===== src/rtl/fetch_stage_pkg.sv =====
// Shared definitions for the fetch stage: FSM encoding, NOP value and opcode field.
package fetch_stage_pkg;

  typedef enum logic [0:0] {
    ST_RUN    = 1'b0,
    ST_HALTED = 1'b1
  } fetch_state_e;

  // Bubble instruction; zero-extended to the instruction width where used.
  localparam int unsigned NOP_INSTR = 0;

  // Opcode occupies the top OPCODE_W bits of the instruction word.
  localparam int unsigned OPCODE_W = 6;

endpackage


===== src/rtl/fetch_stage_if_id_reg.sv =====
// IF/ID pipeline register: bubble (and reset) clears, load captures, otherwise holds.
module fetch_if_id_reg
  import fetch_stage_pkg::*;
#(
  parameter int unsigned ADDR_W = 32,
  parameter int unsigned DATA_W = 32
) (
  input  logic              clock,
  input  logic              reset,
  input  logic              load,
  input  logic              bubble,
  input  logic [DATA_W-1:0] instr_in,
  input  logic [ADDR_W-1:0] pc_next_in,
  output logic [DATA_W-1:0] instr,
  output logic [ADDR_W-1:0] pc_next,
  output logic              valid
);

  logic [DATA_W-1:0] instr_reg;
  logic [ADDR_W-1:0] pc_next_reg;
  logic              valid_reg;

  always_ff @(posedge clock) begin
    if (reset || bubble) begin
      instr_reg   <= DATA_W'(NOP_INSTR);
      pc_next_reg <= '0;
      valid_reg   <= 1'b0;
    end else if (load) begin
      instr_reg   <= instr_in;
      pc_next_reg <= pc_next_in;
      valid_reg   <= 1'b1;
    end
  end

  assign instr   = instr_reg;
  assign pc_next = pc_next_reg;
  assign valid   = valid_reg;

endmodule


===== src/rtl/fetch_stage.sv =====
// Instruction fetch stage: PC, RUN/HALTED FSM, saturating fetch counter and IF/ID register.
module fetch_stage
  import fetch_stage_pkg::*;
#(
  parameter int unsigned       ADDR_W      = 32,
  parameter int unsigned       DATA_W      = 32,
  parameter int unsigned       PC_INC      = 1,
  parameter logic [ADDR_W-1:0] RESET_PC    = '0,
  parameter logic [5:0]        HALT_OPCODE = 6'h3F,
  parameter int unsigned       CNT_W       = 16
) (
  input  logic              clock,
  input  logic              reset,
  input  logic              stall,
  input  logic              redirect_valid,
  input  logic [ADDR_W-1:0] redirect_pc,
  output logic [ADDR_W-1:0] imem_addr,
  input  logic [DATA_W-1:0] imem_rdata,
  output logic [DATA_W-1:0] if_id_instr,
  output logic [ADDR_W-1:0] if_id_pc_next,
  output logic              if_id_valid,
  output logic              halted,
  output logic [CNT_W-1:0]  fetch_count
);

  fetch_state_e      state_reg, state_next;
  logic [ADDR_W-1:0] pc_reg, pc_next;
  logic [CNT_W-1:0]  fetch_count_reg;
  logic [ADDR_W-1:0] pc_plus;
  logic              is_halt;
  logic              ifid_load, ifid_bubble, count_inc;

  assign pc_plus = pc_reg + ADDR_W'(PC_INC);
  assign is_halt = (imem_rdata[DATA_W-1 -: OPCODE_W] == HALT_OPCODE[OPCODE_W-1:0]);

  always_ff @(posedge clock) begin
    if (reset) begin
      state_reg       <= ST_RUN;
      pc_reg          <= RESET_PC;
      fetch_count_reg <= '0;
    end else begin
      state_reg <= state_next;
      pc_reg    <= pc_next;
      if (count_inc && (fetch_count_reg != {CNT_W{1'b1}}))
        fetch_count_reg <= fetch_count_reg + 1'b1;
    end
  end

  always_comb begin
    state_next = state_reg;
    if (redirect_valid)
      state_next = ST_RUN;
    else if (!stall && (state_reg == ST_RUN) && is_halt)
      state_next = ST_HALTED;
  end

  // Redirect beats stall; a halt instruction is still delivered but the PC parks on it.
  always_comb begin
    pc_next     = pc_reg;
    ifid_load   = 1'b0;
    ifid_bubble = 1'b0;
    count_inc   = 1'b0;
    if (redirect_valid) begin
      pc_next     = redirect_pc;
      ifid_bubble = 1'b1;
    end else if (!stall) begin
      case (state_reg)
        ST_RUN: begin
          ifid_load = 1'b1;
          count_inc = 1'b1;
          if (!is_halt)
            pc_next = pc_plus;
        end
        ST_HALTED: ifid_bubble = 1'b1;
        default:   ifid_bubble = 1'b1;
      endcase
    end
  end

  fetch_if_id_reg #(
    .ADDR_W (ADDR_W),
    .DATA_W (DATA_W)
  ) u_if_id (
    .clock      (clock),
    .reset      (reset),
    .load       (ifid_load),
    .bubble     (ifid_bubble),
    .instr_in   (imem_rdata),
    .pc_next_in (pc_plus),
    .instr      (if_id_instr),
    .pc_next    (if_id_pc_next),
    .valid      (if_id_valid)
  );

  assign imem_addr   = pc_reg;
  assign halted      = (state_reg == ST_HALTED);
  assign fetch_count = fetch_count_reg;

endmodule


===== config.mk =====
export PLATFORM = sky130hd
export DESIGN_NAME = fetch_stage
export DESIGN_NICKNAME = d
export VERILOG_FILES = /design/src/rtl/fetch_stage_pkg.sv /design/src/rtl/fetch_stage_if_id_reg.sv /design/src/rtl/fetch_stage.sv
export SDC_FILE = /design/constraint.sdc
export NUM_CORES = 1
export LEC_CHECK = 0
export ABC_AREA = 0
export CAP_MARGIN = 20
export CORE_ASPECT_RATIO = 1.75
export CORE_MARGIN = 2
export CORE_UTILIZATION = 45
export CTS_CLUSTER_DIAMETER = 120
export CTS_CLUSTER_SIZE = 10
export DETAILED_ROUTE_END_ITERATION = 8
export GPL_TIMING_DRIVEN = 0
export PLACE_DENSITY = 0.8
export RECOVER_POWER = 100
export SYNTH_ARGS = -nofsm -noshare
export SYNTH_HDL_FRONTEND = slang
export SYNTH_SLANG_ARGS = --single-unit

===== constraint.sdc =====
create_clock -name clock -period 3.1 [get_ports clock]
set_clock_uncertainty 0.05 [all_clocks]
set_input_delay 0.465 -clock clock [delete_from_list [all_inputs] [get_ports clock]]
set_output_delay 0.465 -clock clock [all_outputs]
set_load 0.01 [all_outputs]

---- After elaboration in Yosys (flattened, before gate mapping) ----
Cells that the tools add are included.
storage, ports and cells
  bits in registers ....................... 114
  output and inout port bits .............. 114
  ROM bits ................................ 0
  memories ................................ 0
  word-level logic and storage cells ...... 31
  input bits .............................. 68
  bits in latches ......................... 0
  memory bits (writable) .................. 0
cells by class
  eq/ne operators ......................... 5
  div/mod/pow operators ................... 0
  shift-type cells ........................ 0
  $add $sub $neg .......................... 2
  bitwise logic cells ..................... 1
  reduce and logical (&&, ||, !) cells .... 7
  multiplexer cells ....................... 10
  $lt $le $gt $ge ......................... 0
  multipliers ............................. 0
operators with widths
  kind                   count
  $mux 32                4
  $add 32x1->32 const B  1
  $add 16x1->16 const B  1
  $ne 16x16->1 const B   1
  $eq 6x6->1 const B     1
  $mux 1                 6
  $ne 2x2->1 const B     2
  $logic_and 1x1->1      3
  $reduce_and 3->1       1
  $ne 2x1->1 const B     1
  $reduce_or 2->1        1
  $logic_not 1->1        1
  $logic_or 1x1->1       1
  $not 1->1              1

---- Depth between registers and ports, before layout ----
Gate-level depths: netlist of run 1.
  depth after elaboration ................. 5
  mapped depth ............................ 7
  gate-level depth less buffers ........... 6

---- By module ----
From an unflattened synthesis of run 1, not the netlist that was laid out.
unflattened totals
  cell total of the unflattened synthesis .. 592
  area total of the unflattened synthesis .. 5381.4 um^2
modules (own cells, without submodules)
  module           area each (um^2)  times used  seq. area each (um^2)  cells each
  fetch_stage      3041.7            1           980.9                  382
  fetch_if_id_reg  2339.7            1           1301.2                 210

---- Least setup slack after synthesis of run 1 ----
Ideal clock, no wire load.
  path kind ............................... flip-flop to flip-flop
  from .................................... register pc_reg[0] (netlist: imem_addr[0])
  to ...................................... register u_if_id.pc_next_reg[16] (netlist: u_if_id.pc_next[16])
  clock period less this slack ............ 2.071 ns
  slack ................................... 1.029 ns
  buffers on the path ..................... 1
  data arrival time ....................... 1.936 ns
  required time ........................... 2.964 ns
  setup time .............................. 0.086 ns
  cell stages (with the launch flop) ...... 8
  cell sequence ........................... dfxtp_1 ha_1 nand3_1 nor3_1 buf_2 nand3_1 xor2_1 a211oi_1
between the ends
  cells in the longest elaborated chain, start to end .. 1
ends and longest elaborated chain
  what                    line                         source
  from (decl)             fetch_stage.sv:27            logic [ADDR_W-1:0] pc_reg, pc_next;
  from (signal assigned)  fetch_stage.sv:43            pc_reg <= pc_next;
  $add 32x1->32           fetch_stage.sv:33            assign pc_plus = pc_reg + ADDR_W'(PC_INC);
  to (signal assigned)    fetch_stage_if_id_reg.sv:30  pc_next_reg <= pc_next_in;
  to (decl)               fetch_stage_if_id_reg.sv:20  logic [ADDR_W-1:0] pc_next_reg;
No other way between the ends.
A chain may end at the register's enable or synchronous reset.

---- Worst setup path after layout of run 1 ----
  from .................................... register pc_reg[0] (netlist: imem_addr[0])
  to ...................................... register pc_reg[22] (netlist: imem_addr[22])
between the ends
  cells in the longest elaborated chain, start to end .. 5
ends and longest elaborated chain
  what           line               source
  $add 32x1->32  fetch_stage.sv:33
  $mux 32        fetch_stage.sv:71  if (!is_halt)
  $mux 32        fetch_stage.sv:67  case (state_reg)
  $mux 32        fetch_stage.sv:66  end else if (!stall) begin
  $mux 32        fetch_stage.sv:63  if (redirect_valid) begin
No other way between the ends. The select of a mux whose other input is x is not followed.

==> metrics.md, run 1 <==
| Metric | Value |
|---|---|
| Synth area leaders | `dfxtp_1, nand2_1, a211oi_1` |
| Max Fclk | `0.346 GHz` |
| Final core occ | `between 60% and 70%` |
| Die Ht | `145 um` |
| Vias in the first global route | `5647` |
| Most common cell in the netlist | `dfxtp_1` |
| Slew at the pin closest to its max-slew limit | `about 0.88 ns` |
| Critical Path AT | `3.11 ns` |
| Layout cells sized above 1 | `under 10%` |
| Synth Register Bits | `114` |
| Final hold vios | `0` |
| RSZ-0062 raised after global routing | `false` |
| Tot GR Track Use | `28.4%` |
| Largest net degree at the start of global routing | `17` |
| Synthesized Nets | `roughly 700` |
| Pins over their slew limit | `0` |
| CTS tree | `done` |
| WHS | `0.403 ns` |
| Gpl congestion | `between 0.8 and 0.9` |
| Post-synth top cells | `dfxtp_1, nand2_1, nor2_1, a21oi_1, a211oi_1` |
| Worst-skew pair later-pin latency | `0.41 ns` |
| Via Count | `about 5.4k` |
| Multi-input gate area | `0.00262 mm^2` |
| Clock Sinks | `114` |
| Full die area | `~0.012 mm^2` |
| Setup TNS | `0 ns` |
| Clock root cell | `clkbuf_16` |
| DRC violations left | `0` |
| Post-synth top area cell | `dfxtp_1` |
| Fin nets | `898` |
| Endpoint type of the worst setup path | `flop` |
| Number of flops mapped to enable cells by yosys | `0` |
| Port bufs | `180` |
| Status | `completed` |
| Routed Antenna Nets | `0` |
| H-tree depth | `4` |
| Vias per std cell | `5.60` |
| Crit start category | `flop` |
| Post-DP HPWL | `about 14 mm` |
| Clk buf depth | `2` |
| # placed instances | `941` |
| Mapped Cells | `629` |
| Drt wl/cell | `18.3 um` |
| Period utilization | `93.1%` |
| GRT overflow | `0` |
| Row cnt | `between 50 and 60` |
| FF+latch area | `0.00228 mm^2` |
| Fillers | `912` |
| Area share of the largest cell type after synthesis | `between 40% and 50%` |
| Worst rel slew slack | `40.6%` |
| Hold buffers post-CTS | `0` |
| IO Count | `182` |
| Setup Buffers After CTS | `0` |
| Pre-antenna DRT Iters | `5` |
| Critical path class | `flop to flop` |
| Final WL | `approximately 18 mm` |
| Post-synth ARST share | `0%` |
| Max-cap viol count | `0` |
| First-pass GRT wire length | `roughly 28 mm` |
| Initial antenna violation count | `0` |
| Post-Synthesis Cell Area | `0.00513 mm^2` |
| Crit path required time | `3.32 ns` |
| Warnings, synthesis | `0` |
| Die W | `84.8 um` |
| Seq/Total Area, Yosys | `44.4%` |
| Maximum vdd ir drop | `0.000452 V` |
| Distinct cells, synth | `47` |
| Clk pin slew, worst setup/hold paths | `roughly 0.06 ns` |
| Area growth syn-to-layout | `50.0%` |
| Resized cells post-CTS | `0` |
| Syn Area/Cell | `~8.2 um^2` |
| Initial Util | `46.2%` |
| Total CTS buffers | `17` |
| Hold crit path type | `flop to flop` |
| Initial DRC Count | `211` |
| Critical path peak fanout | `10` |
| Final setup vio count | `0` |
| Non-Filler Instances | `973` |
| Leak | `roughly 3 nW` |
| Top_reg_cell synth | `dfxtp_1` |
| Ant. Diodes | `0` |
| Fin crit period | `between 2 and 3 ns` |
| PwrDens | `527 mW/mm^2` |
| Area of the core | `approximately 0.011 mm^2` |
[final cells by class]
type | instances | area share [%]
multi-input cells | 462 | 34.1
flip-flops and latches | 114 | 29.6
repair buffers | 180 | 23.4
clock buffers | 19 | 5.62
clock inverters | 13 | 2.40
plain buffers | 45 | 2.36
well taps | 132 | 2.14
inverters | 8 | 0.390
[per-layer routing]
metal / wire, um / vias to the layer above / GRT usage (%)
met5: 0 / - / 0
met1: 6250 / 2514 / 28.1
met4: 824 / 0 / 16.1
met3: 1150 / 61 / 7.34
met2: 9540 / 262 / 52.2
li1: - / 2611 / -
[kinds of logic after synthesis]
logic type,synth area share [%]
AND/OR/NAND/NOR,24.8
adder cells (fa/ha/maj),0.487
multiplexers,0.390
buffers and inverters,4.17
XOR/XNOR,8.87
flip-flops,44.4
AO/OA/AOI/OAI,16.9
[cells in the final DEF (no fill, tap or decap), types with 2 or more instances in the layout]
| cell | count |
|---|---|
| a211oi_1 | 38 |
| bufinv_16 | 4 |
| inv_1 | 7 |
| and3_1 | 8 |
| o211ai_1 | 2 |
| a31oi_1 | 15 |
| dlygate4sd3_1 | 117 |
| and2_1 | 10 |
| clkbuf_1 | 39 |
| nor3_1 | 20 |
| buf_2 | 3 |
| xnor2_1 | 31 |
| a21oi_1 | 42 |
| o21ai_0 | 10 |
| mux2i_1 | 2 |
| nor4_1 | 7 |
| clkbuf_16 | 17 |
| clkdlybuf4s50_1 | 63 |
| clkinvlp_4 | 2 |
| clkinv_2 | 3 |
| clkinv_4 | 3 |
| buf_1 | 3 |
| nand2_1 | 101 |
| nor2_1 | 72 |
| or3_1 | 3 |
| ha_1 | 2 |
| nand3_1 | 23 |
| o311ai_0 | 5 |
| o21a_1 | 2 |
| and4_1 | 3 |
| o31ai_1 | 2 |
| o22ai_1 | 9 |
| a311oi_1 | 4 |
| dfxtp_1 | 114 |
| nand4_1 | 17 |
| xor2_1 | 21 |
[report_power, final]
part / switching [mW] / internal, mW / leakage (nW) / total (mW)
Clock: 0.704 / 1.34 / 0.297 / 2.05
Sequential: 0.0562 / 1.52 / 0.929 / 1.57
Combinational: 0.227 / 0.212 / 1.73 / 0.439
[path summary, 6_finish.rpt]
kind | from | to | slack (ns) | cells past startpoint
max | imem_addr[0]$_SDFFE_PP0P_ | imem_addr[22]$_SDFFE_PP0P_ | 0.21 | 6
min | u_if_id.instr[25]$_SDFFE_PP0P_ | u_if_id.instr[25]$_SDFFE_PP0P_ | 0.40 | 2
max reg2reg | imem_addr[0]$_SDFFE_PP0P_ | imem_addr[22]$_SDFFE_PP0P_ | 0.21 | 6
min reg2reg | u_if_id.instr[25]$_SDFFE_PP0P_ | u_if_id.instr[25]$_SDFFE_PP0P_ | 0.40 | 2
[per-stage QoR]
step	area [um^2]	worst slack, ns	total power [mW]
after global routing	7700	0.0790	4.19
after floorplan	5130	1.03	1.79
after CTS	7720	0.292	4.09
after global placement	7100	-0.0408	2.05
final	7700	0.213	4.06
after detailed placement	7100	-0.141	2.06
[critical path: stages, from the launching register on]
cell	delay, ns
dfxtp_1	0.42
ha_1	0.31
nand3_1	0.17
nor3_1	0.66
clkbuf_1	0.46
nand3_1	0.21
o311ai_0	0.46
Note: power is estimated with default switching activity, not from simulation.
==> run 2: changes to the inputs <==
- CAP_MARGIN: 20 -> 10
- HOLD_SLACK_MARGIN: not set -> 0.03
==> results of run 2 <==
Final layout, timing and power as in run 1 (identical DEF).
